### src/rtl/pool2d_pkg.sv
// Shared types and constants for the 2-D pooling engine.
package pool2d_pkg;

  localparam logic POOL_MAX = 1'b0;
  localparam logic POOL_AVG = 1'b1;

  localparam int DEF_DATA_WIDTH = 32;
  localparam int DEF_DIM_WIDTH  = 8;
  localparam int ACC_WIDTH      = DEF_DATA_WIDTH + 2 * DEF_DIM_WIDTH;

  typedef enum logic [2:0] {
    ST_IDLE,
    ST_SETUP,
    ST_RD_REQ,
    ST_RD_WAIT,
    ST_WRITE,
    ST_DONE
  } state_t;

  // Room for K*K <= 2^(2*DIM) signed elements without overflow.
  function automatic int acc_width(input int data_w, input int dim_w);
    return data_w + 2 * dim_w;
  endfunction

endpackage

### src/rtl/pool2d_engine_acc.sv
// Window accumulator: running signed max or wide signed sum, scaled on output.
module pool_window_acc
  import pool2d_pkg::*;
#(
  parameter int DATA_WIDTH = 32,
  parameter int DIM_WIDTH  = 8
) (
  input  logic                  clk,
  input  logic                  rst_n,
  input  logic                  clear,
  input  logic                  en,
  input  logic                  first,
  input  logic                  mode,
  input  logic [4:0]            shift,
  input  logic [DATA_WIDTH-1:0] data,
  output logic [DATA_WIDTH-1:0] result
);

  localparam int ACC_W = acc_width(DATA_WIDTH, DIM_WIDTH);

  logic signed [ACC_W-1:0]      acc;
  logic signed [ACC_W-1:0]      data_ext;
  logic signed [DATA_WIDTH-1:0] data_s;
  logic signed [DATA_WIDTH-1:0] acc_lo;

  function automatic logic [DATA_WIDTH-1:0] avg_scale(input logic signed [ACC_W-1:0] sum,
                                                      input logic [4:0] sh);
    return DATA_WIDTH'(sum >>> sh);
  endfunction

  assign data_s   = data;
  assign data_ext = {{(ACC_W - DATA_WIDTH){data[DATA_WIDTH-1]}}, data};
  assign acc_lo   = acc[DATA_WIDTH-1:0];

  // The first element of each window loads directly, so max never sees a zero seed.
  always_ff @(posedge clk or negedge rst_n) begin
    if (!rst_n) begin
      acc <= '0;
    end else if (clear) begin
      acc <= '0;
    end else if (en) begin
      if (first) begin
        acc <= data_ext;
      end else if (mode == POOL_AVG) begin
        acc <= acc + data_ext;
      end else if (data_s > acc_lo) begin
        acc <= data_ext;
      end
    end
  end

  assign result = (mode == POOL_AVG) ? avg_scale(acc, shift) : acc[DATA_WIDTH-1:0];

endmodule

### src/rtl/pool2d_engine.sv
// Multi-channel max/average pooling engine with one-outstanding-read memory handshakes.
module pool2d_engine
  import pool2d_pkg::*;
#(
  parameter int ADDR_WIDTH = 12,
  parameter int DATA_WIDTH = 32,
  parameter int DIM_WIDTH  = 8
) (
  input  logic                  clk,
  input  logic                  rst_n,
  input  logic                  start,
  input  logic                  mode,
  input  logic [DIM_WIDTH-1:0]  pool_size,
  input  logic [DIM_WIDTH-1:0]  stride,
  input  logic [DIM_WIDTH-1:0]  in_h,
  input  logic [DIM_WIDTH-1:0]  in_w,
  input  logic [DIM_WIDTH-1:0]  channels,
  input  logic [4:0]            avg_shift,
  input  logic [ADDR_WIDTH-1:0] in_base,
  input  logic [ADDR_WIDTH-1:0] out_base,
  output logic                  rd_req,
  output logic [ADDR_WIDTH-1:0] rd_addr,
  input  logic                  rd_ready,
  input  logic                  rd_rvalid,
  input  logic [DATA_WIDTH-1:0] rd_rdata,
  output logic                  wr_en,
  output logic [ADDR_WIDTH-1:0] wr_addr,
  output logic [DATA_WIDTH-1:0] wr_data,
  input  logic                  wr_ready,
  output logic                  busy,
  output logic                  done,
  output logic                  err
);

  localparam int PW = DIM_WIDTH + 2;

  state_t state, next_state;

  logic                   mode_q;
  logic [DIM_WIDTH-1:0]   k_q, s_q, h_q, w_q, c_q;
  logic [4:0]             shift_q;
  logic [ADDR_WIDTH-1:0]  in_base_q, out_base_q;
  logic [ADDR_WIDTH-1:0]  plane_size, row_step;
  logic [ADDR_WIDTH-1:0]  plane_addr, band_addr, win_addr, row_addr, out_addr;
  logic [DIM_WIDTH-1:0]   c_cnt, oy_pos, ox_pos, wy_cnt, wx_cnt;
  logic                   err_q;
  logic [2*DIM_WIDTH-1:0] area, band_step;
  logic [ADDR_WIDTH-1:0]  s_step, w_step;
  logic                   cfg_bad, last_wx, last_wy, win_done;
  logic                   next_col_ok, next_row_ok, next_ch_ok, last_win;
  logic                   acc_en, acc_first, acc_clear;
  logic [DATA_WIDTH-1:0]  acc_result;

  assign area      = h_q * w_q;
  assign band_step = s_q * w_q;
  assign s_step    = ADDR_WIDTH'(s_q);
  assign w_step    = ADDR_WIDTH'(w_q);

  assign cfg_bad = (k_q == '0) || (s_q == '0) || (c_q == '0) || (k_q > h_q) || (k_q > w_q);

  assign last_wx  = (wx_cnt == k_q - DIM_WIDTH'(1));
  assign last_wy  = (wy_cnt == k_q - DIM_WIDTH'(1));
  assign win_done = last_wx && last_wy;

  // A further window exists only if it would still lie fully inside the map.
  assign next_col_ok = ({2'b00, ox_pos} + {2'b00, s_q} + {2'b00, k_q}) <= PW'(w_q);
  assign next_row_ok = ({2'b00, oy_pos} + {2'b00, s_q} + {2'b00, k_q}) <= PW'(h_q);
  assign next_ch_ok  = (c_cnt + DIM_WIDTH'(1)) < c_q;
  assign last_win    = !next_col_ok && !next_row_ok && !next_ch_ok;

  assign acc_clear = (state == ST_SETUP);
  assign acc_en    = (state == ST_RD_WAIT) && rd_rvalid;
  assign acc_first = (wx_cnt == '0) && (wy_cnt == '0);

  pool_window_acc #(
    .DATA_WIDTH (DATA_WIDTH),
    .DIM_WIDTH  (DIM_WIDTH)
  ) u_acc (
    .clk    (clk),
    .rst_n  (rst_n),
    .clear  (acc_clear),
    .en     (acc_en),
    .first  (acc_first),
    .mode   (mode_q),
    .shift  (shift_q),
    .data   (rd_rdata),
    .result (acc_result)
  );

  always_ff @(posedge clk or negedge rst_n) begin
    if (!rst_n) begin
      state <= ST_IDLE;
    end else begin
      state <= next_state;
    end
  end

  always_comb begin
    next_state = state;
    case (state)
      ST_IDLE:    if (start) next_state = ST_SETUP;
      ST_SETUP:   next_state = cfg_bad ? ST_DONE : ST_RD_REQ;
      ST_RD_REQ:  if (rd_ready) next_state = ST_RD_WAIT;
      ST_RD_WAIT: if (rd_rvalid) next_state = win_done ? ST_WRITE : ST_RD_REQ;
      ST_WRITE:   if (wr_ready) next_state = last_win ? ST_DONE : ST_RD_REQ;
      ST_DONE:    next_state = ST_IDLE;
      default:    next_state = ST_IDLE;
    endcase
  end

  // Address registers walk incrementally: plane -> window row band -> window -> element row.
  always_ff @(posedge clk or negedge rst_n) begin
    if (!rst_n) begin
      mode_q     <= POOL_MAX;
      k_q        <= '0;
      s_q        <= '0;
      h_q        <= '0;
      w_q        <= '0;
      c_q        <= '0;
      shift_q    <= '0;
      in_base_q  <= '0;
      out_base_q <= '0;
      plane_size <= '0;
      row_step   <= '0;
      plane_addr <= '0;
      band_addr  <= '0;
      win_addr   <= '0;
      row_addr   <= '0;
      out_addr   <= '0;
      c_cnt      <= '0;
      oy_pos     <= '0;
      ox_pos     <= '0;
      wy_cnt     <= '0;
      wx_cnt     <= '0;
      err_q      <= 1'b0;
    end else begin
      case (state)
        ST_IDLE: begin
          if (start) begin
            mode_q     <= mode;
            k_q        <= pool_size;
            s_q        <= stride;
            h_q        <= in_h;
            w_q        <= in_w;
            c_q        <= channels;
            shift_q    <= avg_shift;
            in_base_q  <= in_base;
            out_base_q <= out_base;
            err_q      <= 1'b0;
          end
        end
        ST_SETUP: begin
          err_q      <= cfg_bad;
          plane_size <= ADDR_WIDTH'(area);
          row_step   <= ADDR_WIDTH'(band_step);
          plane_addr <= in_base_q;
          band_addr  <= in_base_q;
          win_addr   <= in_base_q;
          row_addr   <= in_base_q;
          out_addr   <= out_base_q;
          c_cnt      <= '0;
          oy_pos     <= '0;
          ox_pos     <= '0;
          wy_cnt     <= '0;
          wx_cnt     <= '0;
        end
        ST_RD_WAIT: begin
          if (rd_rvalid) begin
            if (!last_wx) begin
              wx_cnt <= wx_cnt + DIM_WIDTH'(1);
            end else if (!last_wy) begin
              wx_cnt   <= '0;
              wy_cnt   <= wy_cnt + DIM_WIDTH'(1);
              row_addr <= row_addr + w_step;
            end
          end
        end
        ST_WRITE: begin
          if (wr_ready) begin
            out_addr <= out_addr + ADDR_WIDTH'(1);
            wx_cnt   <= '0;
            wy_cnt   <= '0;
            if (next_col_ok) begin
              ox_pos   <= ox_pos + s_q;
              win_addr <= win_addr + s_step;
              row_addr <= win_addr + s_step;
            end else if (next_row_ok) begin
              ox_pos    <= '0;
              oy_pos    <= oy_pos + s_q;
              band_addr <= band_addr + row_step;
              win_addr  <= band_addr + row_step;
              row_addr  <= band_addr + row_step;
            end else if (next_ch_ok) begin
              ox_pos     <= '0;
              oy_pos     <= '0;
              c_cnt      <= c_cnt + DIM_WIDTH'(1);
              plane_addr <= plane_addr + plane_size;
              band_addr  <= plane_addr + plane_size;
              win_addr   <= plane_addr + plane_size;
              row_addr   <= plane_addr + plane_size;
            end
          end
        end
        default: ;
      endcase
    end
  end

  // Outputs decode from state so an asynchronous reset zeroes them immediately.
  assign rd_req  = (state == ST_RD_REQ);
  assign rd_addr = rd_req ? (row_addr + ADDR_WIDTH'(wx_cnt)) : '0;
  assign wr_en   = (state == ST_WRITE);
  assign wr_addr = wr_en ? out_addr : '0;
  assign wr_data = wr_en ? acc_result : '0;
  assign busy    = (state != ST_IDLE);
  assign done    = (state == ST_DONE);
  assign err     = err_q;

endmodule

### config.mk
export PLATFORM = sky130hd
export DESIGN_NAME = pool2d_engine
export DESIGN_NICKNAME = d
export VERILOG_FILES = /design/src/rtl/pool2d_pkg.sv /design/src/rtl/pool2d_engine_acc.sv /design/src/rtl/pool2d_engine.sv
export SDC_FILE = /design/constraint.sdc
export NUM_CORES = 1
export LEC_CHECK = 0
export BUFFER_PORTS_ARGS = -buffer_cell sky130_fd_sc_hd__buf_2
export CORE_AREA = 2 2 295 297
export DETAILED_ROUTE_END_ITERATION = 6
export DIE_AREA = 0 0 297 299
export PLACE_DENSITY = 0.44
export SLEW_MARGIN = 20
export SYNTH_ARGS = -nofsm -noshare
export SYNTH_HDL_FRONTEND = slang
export SYNTH_HIERARCHICAL = 1
export SYNTH_SLANG_ARGS = --single-unit
### constraint.sdc
create_clock -name clk -period 11.2 [get_ports clk]
set_input_delay 2.24 -clock clk [delete_from_list [all_inputs] [get_ports clk]]
set_output_delay 2.24 -clock clk [all_outputs]
set_load 0.01 [all_outputs]
==> metrics <==
status=completed; Clock Skew=between 15 and 20 ps; Hold Buf Count CTS=0; total die area=~0.089 mm^2; Port-buffer cells=about 170; Synth async-reset ratio=100%; register area share after synthesis=around 24%; largest net degree at the start of global routing=between 80 and 90; layout cells sized above 1=approximately an eighth; RePlAce Congestion=around 0.87; kind of critical path=reg -> out; nets@finish=roughly 3600; cts repair resizes=0; Final Non-Filler Cells=around 4300; total grt overflow=0; filler cell count=~9200; H-Tree Depth=2; Vert. Die Dim=around 300 um; setup violators final=0; Yosys cell types=95; Post-synth EDFFs=0; Die X=just under 300 um; synthesized flop and latch total=roughly 250; number of max-cap violations=0; Post-synth top flop=dfrtp_1; placed cell areas=roughly 0.028 mm^2; First DRT Iteration DRCs=around 1500; TritonRoute pass-1 iters=5; Syn Inst Count=3050; Root Buffer=clkbuf_16; dpl hpwl=66300 um; post-route design area=about 0.029 mm^2; Syn Nets=approximately 3500; multi-input logic area=~0.018 mm^2; routed wire length=~89000 um; Slew Limit Fails=0; Initial Util=between 20% and 30%; final period utilization=between 50% and 60%; Clock Tree Buf Depth=3; Worst EP arrival=3560 ps; wire per inst=20.5 um; RSZ-0062 raised after global routing=false; syn avg cell area=~8.4 um^2; Critical Path End Type=output port; via count=22379; clock latency on the worst-skew pair=570 ps; vias per cell=5.18; Critical Path Start Type=register; Total Routing Usage GR=around 20%; Fin. Hold Viols=0; post-CTS setup buffers=0; Max Clk Rate=172 MHz; Slew HR=a little over two fifths; Critical Path Fanout Max=48; Rows=about 110; TNS Setup=0 ps; register area=between 0.006 and 0.007 mm^2; Yosys warnings=6; TritonCTS Buffers=36; worst path required time=roughly 9000 ps; CTS tree=done; post-route ant nets=0; Tmin final=roughly 5800 ps; Cell Area, Synth=between 0.02 and 0.03 mm^2; vias in the first global route=between 20000 and 25000; initial antenna violation count=4; hold_ws=just under 500 ps; drt drc=0; clock transition at the registers of the reported paths=approximately 50 ps; placed instance count=about 4300; clk sinks=between 200 and 250; CORE AREA=approximately 0.086 mm^2; IO Pins=between 150 and 200; first-pass GRT wire length=approximately 140000 um; Layout area overhead=12.6%; HP Class=reg -> reg; Slew @ Worst Pin=between 800 and 900 ps
## layout by cell type, fill, tap and decap left out, types with 49 or more instances in the layout
cell type  Yosys  final
mux2i_1       49     49
fa_1          88     88
and3_1        64     63
xnor2_1      111    111
nand2_1      361    360
dfrtp_1      246    243
o21ai_0      196    195
and2_1        59     59
mux2_2        65     65
ha_1         246    246
nor2_1       281    280
buf_2         15    167
inv_1        234    232
a21oi_1      200    199
## metal layers
layer  GRT usage, %  vias up  part of all wire (%)
li1               -    10874                     -
met1           26.2    10944                    45
met2           33.5      464                    48
met3           2.65       97                   4.6
met4           5.32        0                   2.6
met5              0        -                     0
## per-stage QoR
stage	util, %	setup slack [ps]
floorplan	-	6350
global placement	32.0	5080
detailed placement	32.0	4990
CTS	33.4	5350
global route	33.4	5070
finish	33.4	5400
## worst max-delay path, cell delays in order (launching register included)
cell and delay, ps:
dfrtp_2 330, buf_4 520, inv_1 480, a211oi_1 340, nor2_1 130, a211o_1 310
a31oi_1 320, a21oi_1 130, and3_1 220, buf_2 140
## cells by family (layout without fill, tap and decap cells)
logic type | after synthesis | count (layout) | synth area share, %
AOI/OAI and AO/OA | 768 | 768 | 19.4
adders and majority gates | 334 | 334 | 19.0
other | 0 | 3 | 0
and+or+nand+nor | 995 | 995 | 18.2
DFF | 246 | 246 | 24.1
muxes | 148 | 148 | 7.80
xor gates and xnor gates | 158 | 158 | 5.59
buffers and inverters | 401 | 513 | 5.99
## registers in the layout, summed over array words and instances, names as in the netlist, 12 cells and up
| register | flops |
|---|---|
| out_addr | 12 |
| row_step | 12 |
| plane_size | 12 |
| out_base_q | 12 |
| band_addr | 12 |
| u_acc/acc | 48 |
| in_base_q | 12 |
| win_addr | 12 |
| plane_addr | 12 |
| row_addr | 12 |
## path summary, 6_finish.rpt
path,startpoint,to,slack (ps),cells past startpoint
max reg2reg,s_q[1]$_DFFE_PN0P_,plane_addr[1]$_DFFE_PN0P_,5470,18
min in group asynchronous,rst_n,plane_size[5]$_DFFE_PN0P_,1700,1
max,shift_q[0]$_DFFE_PN0P_,wr_data[23],5400,9
min reg2reg,plane_addr[0]$_DFFE_PN0P_,plane_addr[0]$_DFFE_PN0P_,490,2
min,plane_addr[0]$_DFFE_PN0P_,plane_addr[0]$_DFFE_PN0P_,490,2
max in group asynchronous,rst_n,shift_q[0]$_DFFE_PN0P_,7370,3
## synth_stat cells, drive strengths merged, types with 20 or more instances
master  count  area share (%)
nand4      31            0.76
xnor2     111             3.8
dfrtp     246              24
and3       64             1.6
fa         88             6.9
o21ai     202             4.0
mux4       34             3.0
mux2       65             2.9
o21bai     23            0.68
clkbuf    119             1.8
a211o      23            0.79
mux2i      49             1.9
a211oi     36             1.1
nor3       27            0.53
xor2       44             1.5
o211ai     28            0.84
buf        36            0.60
and2       59             1.4
nor4       20            0.54
a21oi     202             4.0
o31ai      32            0.96
ha        246              12
nor2      283             4.2
nand2     362             5.3
nand3      37            0.73
nor2b      38            0.93
a31oi      44             1.1
a21o       47             1.4
inv       237             3.5
## area by class of cell
class | instances | area share, %
Timing Repair Buffer | 203 | 3.88
Antenna cell | 3 | 0.0261
Clock inverter | 14 | 0.597
Tap cell | 1155 | 5.03
Sequential cell | 246 | 21.5
Inverter | 246 | 3.22
Multi-Input combinational cell | 2403 | 62.2
Clock buffer | 50 | 3.60
Power is not shown: default switching activity piles up to over one toggle a cycle in this logic, so the estimate is an artifact.
